File: config.mk
export PLATFORM = sky130hd
export DESIGN_NAME = post_add_acc_flat
export DESIGN_NICKNAME = d
export VERILOG_FILES = /design/src/rtl/post_add_acc_if.sv /design/src/rtl/post_add_acc.sv /design/src/flat_wrapper.sv
export SDC_FILE = /design/constraint.sdc
export NUM_CORES = 1
export LEC_CHECK = 0
export CAP_MARGIN = 15
export CORE_MARGIN = 2
export CORE_UTILIZATION = 40
export CTS_CLUSTER_DIAMETER = 150
export DETAILED_ROUTE_END_ITERATION = 12
export PLACE_DENSITY_LB_ADDON = 0.15
export SYNTH_ARGS = -nofsm -noshare
export SYNTH_HDL_FRONTEND = slang
export SYNTH_SLANG_ARGS = --single-unit
File: constraint.sdc
create_clock -name CLK -period 8.9 [get_ports CLK]
set_clock_uncertainty 0.15 [all_clocks]
set_input_delay 2.67 -clock CLK [delete_from_list [all_inputs] [get_ports CLK]]
set_output_delay 2.67 -clock CLK [all_outputs]
set_load 0.1 [all_outputs]
File: src/rtl/post_add_acc_if.sv
// Operand, control and result bundle for the DSP48A1 post-adder/accumulator stage.
// Clock and reset stay plain ports on the block.
interface post_add_acc_if #(
  parameter int WIDTH_P = 48,
  parameter int WIDTH_M = 36
);
  logic               CEP;
  logic               CEOPMODE;
  logic [4:0]         OPMODE;
  logic [WIDTH_M-1:0] M;
  logic [WIDTH_P-1:0] C;
  logic [WIDTH_P-1:0] DAB;
  logic [WIDTH_P-1:0] PCIN;
  logic               CIN;
  logic [WIDTH_P-1:0] P;
  logic [WIDTH_P-1:0] PCOUT;
  logic               CARRYOUT;
  logic               CARRYOUTF;

  modport master (
    output CEP, CEOPMODE, OPMODE, M, C, DAB, PCIN, CIN,
    input  P, PCOUT, CARRYOUT, CARRYOUTF
  );

  modport slave (
    input  CEP, CEOPMODE, OPMODE, M, C, DAB, PCIN, CIN,
    output P, PCOUT, CARRYOUT, CARRYOUTF
  );
endinterface

File: src/rtl/post_add_acc.sv
// DSP48A1 post-adder/accumulator: X/Z operand muxes, add/sub with carry-in,
// optional P, carry-out and OPMODE registers, and P feedback for accumulation.
module post_add_acc #(
  parameter int WIDTH_P     = 48,
  parameter int WIDTH_M     = 36,
  parameter int PREG        = 1,
  parameter int CARRYOUTREG = 1,
  parameter int OPMODEREG   = 1
) (
  input logic          CLK,
  input logic          rst_n,
  post_add_acc_if.slave bus
);

   logic [4:0]         opm;
   logic [WIDTH_P-1:0] p_fb;
   logic [WIDTH_P-1:0] x_sel;
   logic [WIDTH_P-1:0] z_sel;
   logic [WIDTH_P:0]   x_cin;
   logic [WIDTH_P:0]   sum;
   logic [WIDTH_P-1:0] result;
   logic               co;
   logic [WIDTH_P-1:0] p_out;
   logic               co_out;

   generate
      if (OPMODEREG != 0) begin : g_opm_reg
         logic [4:0] opmode_reg;
         always_ff @(posedge CLK or negedge rst_n) begin
            if (!rst_n)            opmode_reg <= '0;
            else if (bus.CEOPMODE) opmode_reg <= bus.OPMODE;
         end
         assign opm = opmode_reg;
      end else begin : g_opm_comb
         assign opm = bus.OPMODE;
      end
   endgenerate

   always_comb begin
      x_sel = '0;
      case (opm[1:0])
         2'd0: x_sel = '0;
         2'd1: x_sel = WIDTH_P'(bus.M);
         2'd2: x_sel = p_fb;
         2'd3: x_sel = bus.DAB;
         default: x_sel = '0;
      endcase
   end

   always_comb begin
      z_sel = '0;
      case (opm[3:2])
         2'd0: z_sel = '0;
         2'd1: z_sel = bus.PCIN;
         2'd2: z_sel = p_fb;
         2'd3: z_sel = bus.C;
         default: z_sel = '0;
      endcase
   end

   // X+CIN cannot overflow WIDTH_P+1 bits, so the top bit of the
   // difference is exactly the borrow (Z < X+CIN).
   always_comb begin
      x_cin = {1'b0, x_sel} + {{WIDTH_P{1'b0}}, bus.CIN};
      if (opm[4]) sum = {1'b0, z_sel} - x_cin;
      else        sum = {1'b0, z_sel} + x_cin;
   end

   assign result = sum[WIDTH_P-1:0];
   assign co     = sum[WIDTH_P];

   // Without the P register there is no feedback path; select 2 reads zero.
   generate
      if (PREG != 0) begin : g_preg
         logic [WIDTH_P-1:0] p_reg;
         always_ff @(posedge CLK or negedge rst_n) begin
            if (!rst_n)       p_reg <= '0;
            else if (bus.CEP) p_reg <= result;
         end
         assign p_fb  = p_reg;
         assign p_out = p_reg;
      end else begin : g_pcomb
         assign p_fb  = '0;
         assign p_out = result;
      end
   endgenerate

   generate
      if (CARRYOUTREG != 0) begin : g_coreg
         logic carryout_reg;
         always_ff @(posedge CLK or negedge rst_n) begin
            if (!rst_n)       carryout_reg <= 1'b0;
            else if (bus.CEP) carryout_reg <= co;
         end
         assign co_out = carryout_reg;
      end else begin : g_cocomb
         assign co_out = co;
      end
   endgenerate

   assign bus.P         = p_out;
   assign bus.PCOUT     = p_out;
   assign bus.CARRYOUT  = co_out;
   assign bus.CARRYOUTF = co_out;

endmodule

File: src/flat_wrapper.sv
// flat-port wrapper written by rule: the top's interface ports become plain ports
module post_add_acc_flat 
#(
  parameter int WIDTH_P     = 48,
  parameter int WIDTH_M     = 36,
  parameter int PREG        = 1,
  parameter int CARRYOUTREG = 1,
  parameter int OPMODEREG   = 1
)
  (CLK, rst_n, bus_CEP, bus_CEOPMODE, bus_OPMODE, bus_M, bus_C, bus_DAB, bus_PCIN, bus_CIN, bus_P, bus_PCOUT, bus_CARRYOUT, bus_CARRYOUTF);
  post_add_acc_if #(.WIDTH_P(WIDTH_P), .WIDTH_M(WIDTH_M)) bus_i ();
  input logic CLK;
  input logic rst_n;
  input wire logic [$bits(bus_i.CEP)-1:0] bus_CEP;
  input wire logic [$bits(bus_i.CEOPMODE)-1:0] bus_CEOPMODE;
  input wire logic [$bits(bus_i.OPMODE)-1:0] bus_OPMODE;
  input wire logic [$bits(bus_i.M)-1:0] bus_M;
  input wire logic [$bits(bus_i.C)-1:0] bus_C;
  input wire logic [$bits(bus_i.DAB)-1:0] bus_DAB;
  input wire logic [$bits(bus_i.PCIN)-1:0] bus_PCIN;
  input wire logic [$bits(bus_i.CIN)-1:0] bus_CIN;
  output wire logic [$bits(bus_i.P)-1:0] bus_P;
  output wire logic [$bits(bus_i.PCOUT)-1:0] bus_PCOUT;
  output wire logic [$bits(bus_i.CARRYOUT)-1:0] bus_CARRYOUT;
  output wire logic [$bits(bus_i.CARRYOUTF)-1:0] bus_CARRYOUTF;
  assign bus_i.CEP = bus_CEP;
  assign bus_i.CEOPMODE = bus_CEOPMODE;
  assign bus_i.OPMODE = bus_OPMODE;
  assign bus_i.M = bus_M;
  assign bus_i.C = bus_C;
  assign bus_i.DAB = bus_DAB;
  assign bus_i.PCIN = bus_PCIN;
  assign bus_i.CIN = bus_CIN;
  assign bus_P = bus_i.P;
  assign bus_PCOUT = bus_i.PCOUT;
  assign bus_CARRYOUT = bus_i.CARRYOUT;
  assign bus_CARRYOUTF = bus_i.CARRYOUTF;
  post_add_acc #(.WIDTH_P(WIDTH_P), .WIDTH_M(WIDTH_M), .PREG(PREG), .CARRYOUTREG(CARRYOUTREG), .OPMODEREG(OPMODEREG)) u_core (.CLK(CLK), .rst_n(rst_n), .bus(bus_i));
endmodule
Yosys cells after proc, flatten, opt, wreduce, memory -nomap -nowiden:

Index checks and enable logic that the tools add are counted.

* register bits: 54
* input bits: 190
* output and inout port bits: 98
* word-level logic and storage cells: 17

* add/subtract/negate cells: 3
* equal/unequal tests: 6
* mux-type cells: 3
* reduce and logical (&&, ||, !) cells: 2

Operator list (number)
* 48-bit case mux with 4 select lines: 2
* 48-bit by 1-bit adder with 49-bit output: 1
* 48-bit by 49-bit adder with 49-bit output: 1
* 49-bit 2-to-1 mux: 1
* 48-bit by 49-bit subtractor with 49-bit output: 1
* 2-bit equality test, second input constant: 4
* 2-bit by 1-bit equality test with 1-bit output, second input constant: 2
* 2-bit zero test: 2

Depth between registers and ports, before layout:

* depth in word-level cells: 5
* mapped depth: 34
* depth with buffers taken out: 29

Worst setup path after synthesis:

No wires, ideal clock.

* path type: input-to-reg
* from: input bus_DAB[0]
* to: register u_core.g_preg.p_reg[47], in the netlist u_core.bus.P[47]
* setup time: 0.126 ns
* arrival: 7.831 ns
* required time: 8.624 ns
* slack: 0.794 ns
* stages on the path: 26
* buffers on the path: 1
* cells stage by stage: mux2_2 -> a22o_1 -> ha_1 -> ha_1 -> buf_2 -> nand3_2 -> xnor2_1 -> o31ai_1 -> and3_1 -> and4_1 -> nand2_1 -> nor2_1 -> a31oi_1 -> xnor2_1 -> ha_1 -> and3_1 -> and2_1 -> nor2b_1 -> a211oi_1 -> a21oi_1 -> a311o_1 -> a21o_1 -> a21o_1 -> a221oi_1 -> xnor2_1 -> mux2_2

* word-level cells in the longest chain between the ends: 4
* elaborated cells on any way between the ends: 5
* classes of those cells: add/sub: 3; mux: 2

Ends and longest elaborated chain
* start: declaration: RTL line flat_wrapper.sv:19 `input wire logic [$bits(bus_i.DAB)-1:0] bus_DAB;`
* 48-bit case mux with 4 select lines (*): RTL line post_add_acc.sv:41 `case (opm[1:0])`
* 48-bit by 1-bit adder with 49-bit output (*): RTL line post_add_acc.sv:64 `x_cin = {1'b0, x_sel} + {{WIDTH_P{1'b0}}, bus.CIN};`
* 48-bit by 49-bit adder with 49-bit output / 48-bit by 49-bit subtractor with 49-bit output (equally long branches): RTL line post_add_acc.sv:66, post_add_acc.sv:65
* 49-bit 2-to-1 mux (*): RTL line post_add_acc.sv:65 `if (opm[4]) sum = {1'b0, z_sel} - x_cin;`
* end signal: assignment: RTL line post_add_acc.sv:78 `else if (bus.CEP) p_reg <= result;`
* end: declaration: RTL line post_add_acc.sv:75 `logic [WIDTH_P-1:0] p_reg;`

Mark *: on every way between the ends. The rest lies on a longest branch, timed or not.
A chain may end at the register's enable or synchronous reset.

Worst setup path in the final report:

Ends and elaborated chain as after synthesis.

==> flow_metrics.env <==
export IMPL_status="finished, final reports clean"
export IMPL_cts_sinks=54
export IMPL_ir_drop_mv=0.305
export IMPL_dpl_cell_area_sq_mm=0.0130
export IMPL_async_flop_share_pct=100
export IMPL_first_global_vias=9739
export IMPL_cts_tree="done"
export IMPL_seq_area_frac_synth_pct=13.8
export IMPL_path_max_fanout=5
export IMPL_synth_nets=1406
export IMPL_synth_most_common_cell="mux2_2"
export IMPL_via_count=9926
export IMPL_post_drt_via_cell_ratio=5.61
export IMPL_final_area_sq_mm=0.0132
export IMPL_first_pass_iters=5
export IMPL_path_delay_family="compound AO/OA/AOI/OAI gates"
export IMPL_critical_path_class="in2reg"
export IMPL_finalSetupViolations=0
export IMPL_syn_area_sq_mm=0.00976
export IMPL_cp_arrival_ns=8.68
export IMPL_drtAntennaViolNets=0
export IMPL_pin_count=288
export IMPL_p_switching_mw=3.09
export IMPL_htree_levels=2
export IMPL_crit_required_ns=8.96
export IMPL_holdBufCountCts=0
export IMPL_synth_edf_count=0
export IMPL_syn_avg_cell_area_sq_um=8.39
export IMPL_initial_core_util_pct=40.4
export IMPL_p_seq_share_pct=11.5
export IMPL_die_height_microns=160
export IMPL_port_buffers=287
export IMPL_cp_end_kind="register"
export IMPL_ys_warn_count=0
export IMPL_clock_latency_ns=0.32
export IMPL_fmax_mhz=116
export IMPL_crit_path_start_kind="primary input"
export IMPL_yosysTopAreaCellShare_pct=14.3
export IMPL_crit_start="bus_DAB[0]"
export IMPL_grt_usage_pct=25.0
export IMPL_remaining_drc_errors=0
export IMPL_switching_share_pct=62.0
export IMPL_maxSlewViolCount=0
export IMPL_drv_cap=0
export IMPL_synth_main_ff_cell="dfrtp_1"
export IMPL_cp_slowest_cell="a311o_1"
export IMPL_rows=57
export IMPL_fin_nets=1683
export IMPL_hold_viol_final=0
export IMPL_cts_clk_slew_worst_paths_ns=0.08
export IMPL_die_area_sq_mm=0.0257
export IMPL_fp_coreArea_sq_mm=0.0242
export IMPL_relSlewSlack_pct=34.1
export IMPL_post_route_period_util_pct=96.9
export IMPL_p_int_mw=1.89
export IMPL_pwr_share_clk_pct=4.8
export IMPL_r2r_end="u_core.bus.P[47]"
export IMPL_max_stage_delay_ns=0.43
export IMPL_rsz0062_at_grt="yes"
export IMPL_die_width_microns=160
export IMPL_powerDensity_mw_per_mm2=377
export IMPL_place_congestion=0.931
export IMPL_min_period_ns=8.63
export IMPL_cts_buffer_depth=2
export IMPL_yosysTopAreaCell="mux2_2"
export IMPL_worst_pin_slew_ns=0.986
export IMPL_p_comb_share_pct=83.7
export IMPL_power_total_mw=4.98
export IMPL_synth_seq_cells=54
export IMPL_pre_cts_ws_ns=-0.143
export IMPL_largest_reg_flops=48
export IMPL_grt_max_degree=55
export IMPL_grt_antenna_before_repair=2
export IMPL_crit_top_cell="and3_1"
export IMPL_drtIter0Drc=585
export IMPL_syn2layout_area_growth_pct=35.5
export IMPL_synthCells=1164
export IMPL_wire_per_inst_microns=18.5
export IMPL_synth_area_leaders="mux2_2, dfrtp_1, xnor2_1, a22o_1, ha_1"
export IMPL_hp_class="reg2reg"
export IMPL_cp_num_cells=28
export IMPL_grt_remaining_overflow=0
export IMPL_critPathBufInv=3
export IMPL_routed_wl_microns=32700
export IMPL_r2r_start="u_core.g_opm_reg.opmode_reg[1]"
export IMPL_drive_above_1_share_pct=19.5
export IMPL_p_leak_nw=5.43
export IMPL_cts_buffers_inserted=5
export IMPL_worstRegToRegCells=25
export IMPL_synth_commonest_cells="mux2_2, xnor2_1, a21oi_1"
export IMPL_cp_endpoint="u_core.bus.P[47]"
export IMPL_ys_types=83
export IMPL_rrSetupSlack_ns=1.66
export IMPL_dp_hpwl_microns=26000
export IMPL_hold_slack_ns=0.444
export IMPL_layout_setup_ws_ns=0.272
export IMPL_grt_pass1_wl_microns=52200
export IMPL_cts_root_buffer="clkbuf_16"
## cells in the final DEF, fill, tap and decap left out, drive strengths merged, types with 4 or more instances in the layout
cell / instances
inv: 18
nand2: 62
nor2b: 18
nor4b: 5
clkbuf: 5
clkdlybuf4s50: 285
nor2: 72
nand4: 21
a31oi: 19
ha: 51
nand3: 32
o21ai: 33
a22o: 76
and3: 21
nand2b: 8
a41oi: 5
xor2: 44
buf: 90
o31ai: 13
or2: 8
o31a: 4
a21oi: 78
mux2i: 15
mux2: 131
xnor2: 91
nor3: 32
or3: 5
a22oi: 21
and2: 8
dfrtp: 54
nor4: 12
and4: 8
a21o: 36
o21bai: 7
a211oi: 6
## layer usage
metal  vias to the layer above  track usage (%)  wire length (microns)  part of all wire [%]
met5                         -                0                      0                     0
met3                        22             3.45                   1660                   5.1
met4                         0             5.57                    422                   1.3
met2                       296             42.6                  15300                    47
met1                      4705             33.7                  15300                    47
li1                       4903                -                      -                     -
## kinds of logic after synthesis
logic type                 count (synthesis)  synth area share, %
and+or+nand+nor                          321                 18.5
muxes                                    146                 16.8
adders and majority gates                 52                 6.74
DFF                                       54                 13.8
xor gates and xnor gates                 135                 12.1
buffers and inverters                    124                 7.69
AOI/OAI and AO/OA                        332                 24.3
## per-stage QoR
| step | instances | utilization [%] | TNS [ns] |
|---|---|---|---|
| finish | 1768 | 54.7 | 0 |
| global route | 1768 | 54.7 | -0.0679 |
| CTS | 1764 | 54.5 | 0 |
| detailed placement | 1756 | 53.8 | -0.378 |
| global placement | 1756 | 53.8 | 0 |
| floorplan | 1164 | - | 0 |
## final cells by class
cell class                      instances  area (sq um)
Antenna cell                            2          5.00
Clock buffer                            5           125
Clock inverter                          3          40.0
Fill cell                            2273         11000
Inverter                               19          71.3
Multi-Input combinational cell        986          7700
Sequential cell                        54          1360
Tap cell                              324           405
Timing Repair Buffer                  375          3520
## worst register-to-register path, delay by kind of cell (launching register included)
family / cells / cell delay, ns
xor+xnor: 2 / 0.28
compound gates: 10 / 2.57
fa+ha+maj: 2 / 0.47
simple gates: 10 / 2.68
mux: 1 / 0.26
flops: 1 / 0.71
## power groups by stage
stage               clock (mW)  combinational (mW)  sequential, mW
CTS                      0.248                4.15           0.579
global route             0.254                4.40           0.602
detailed placement           0                4.14           0.582
floorplan                    0                2.52            1.32
finish                   0.240                4.17           0.574
global placement             0                4.12           0.578
## what timing repair did
action / 4_1_cts / 5_1_grt
setup endpoints to repair: 0 / 8
gates resized for setup: 0 / 6
buffers inserted: 0 / 2
## worst min path at each step
stage                                    from                             end  slack [ns]  cells past startpoint
6_report                     u_core.bus.P[20]                u_core.bus.P[20]        0.44                      1
3_3_place_gp                 u_core.bus.P[14]                u_core.bus.P[14]        0.42                      2
5_1_grt                      u_core.bus.P[36]                u_core.bus.P[36]        0.47                      1
3_5_place_dp                 u_core.bus.P[14]                u_core.bus.P[14]        0.43                      2
4_1_cts                      u_core.bus.P[14]                u_core.bus.P[14]        0.45                      2
2_1_floorplan  u_core.g_opm_reg.opmode_reg[3]  u_core.g_opm_reg.opmode_reg[3]        0.71                      2
Note: power is estimated with default switching activity, not from simulation.
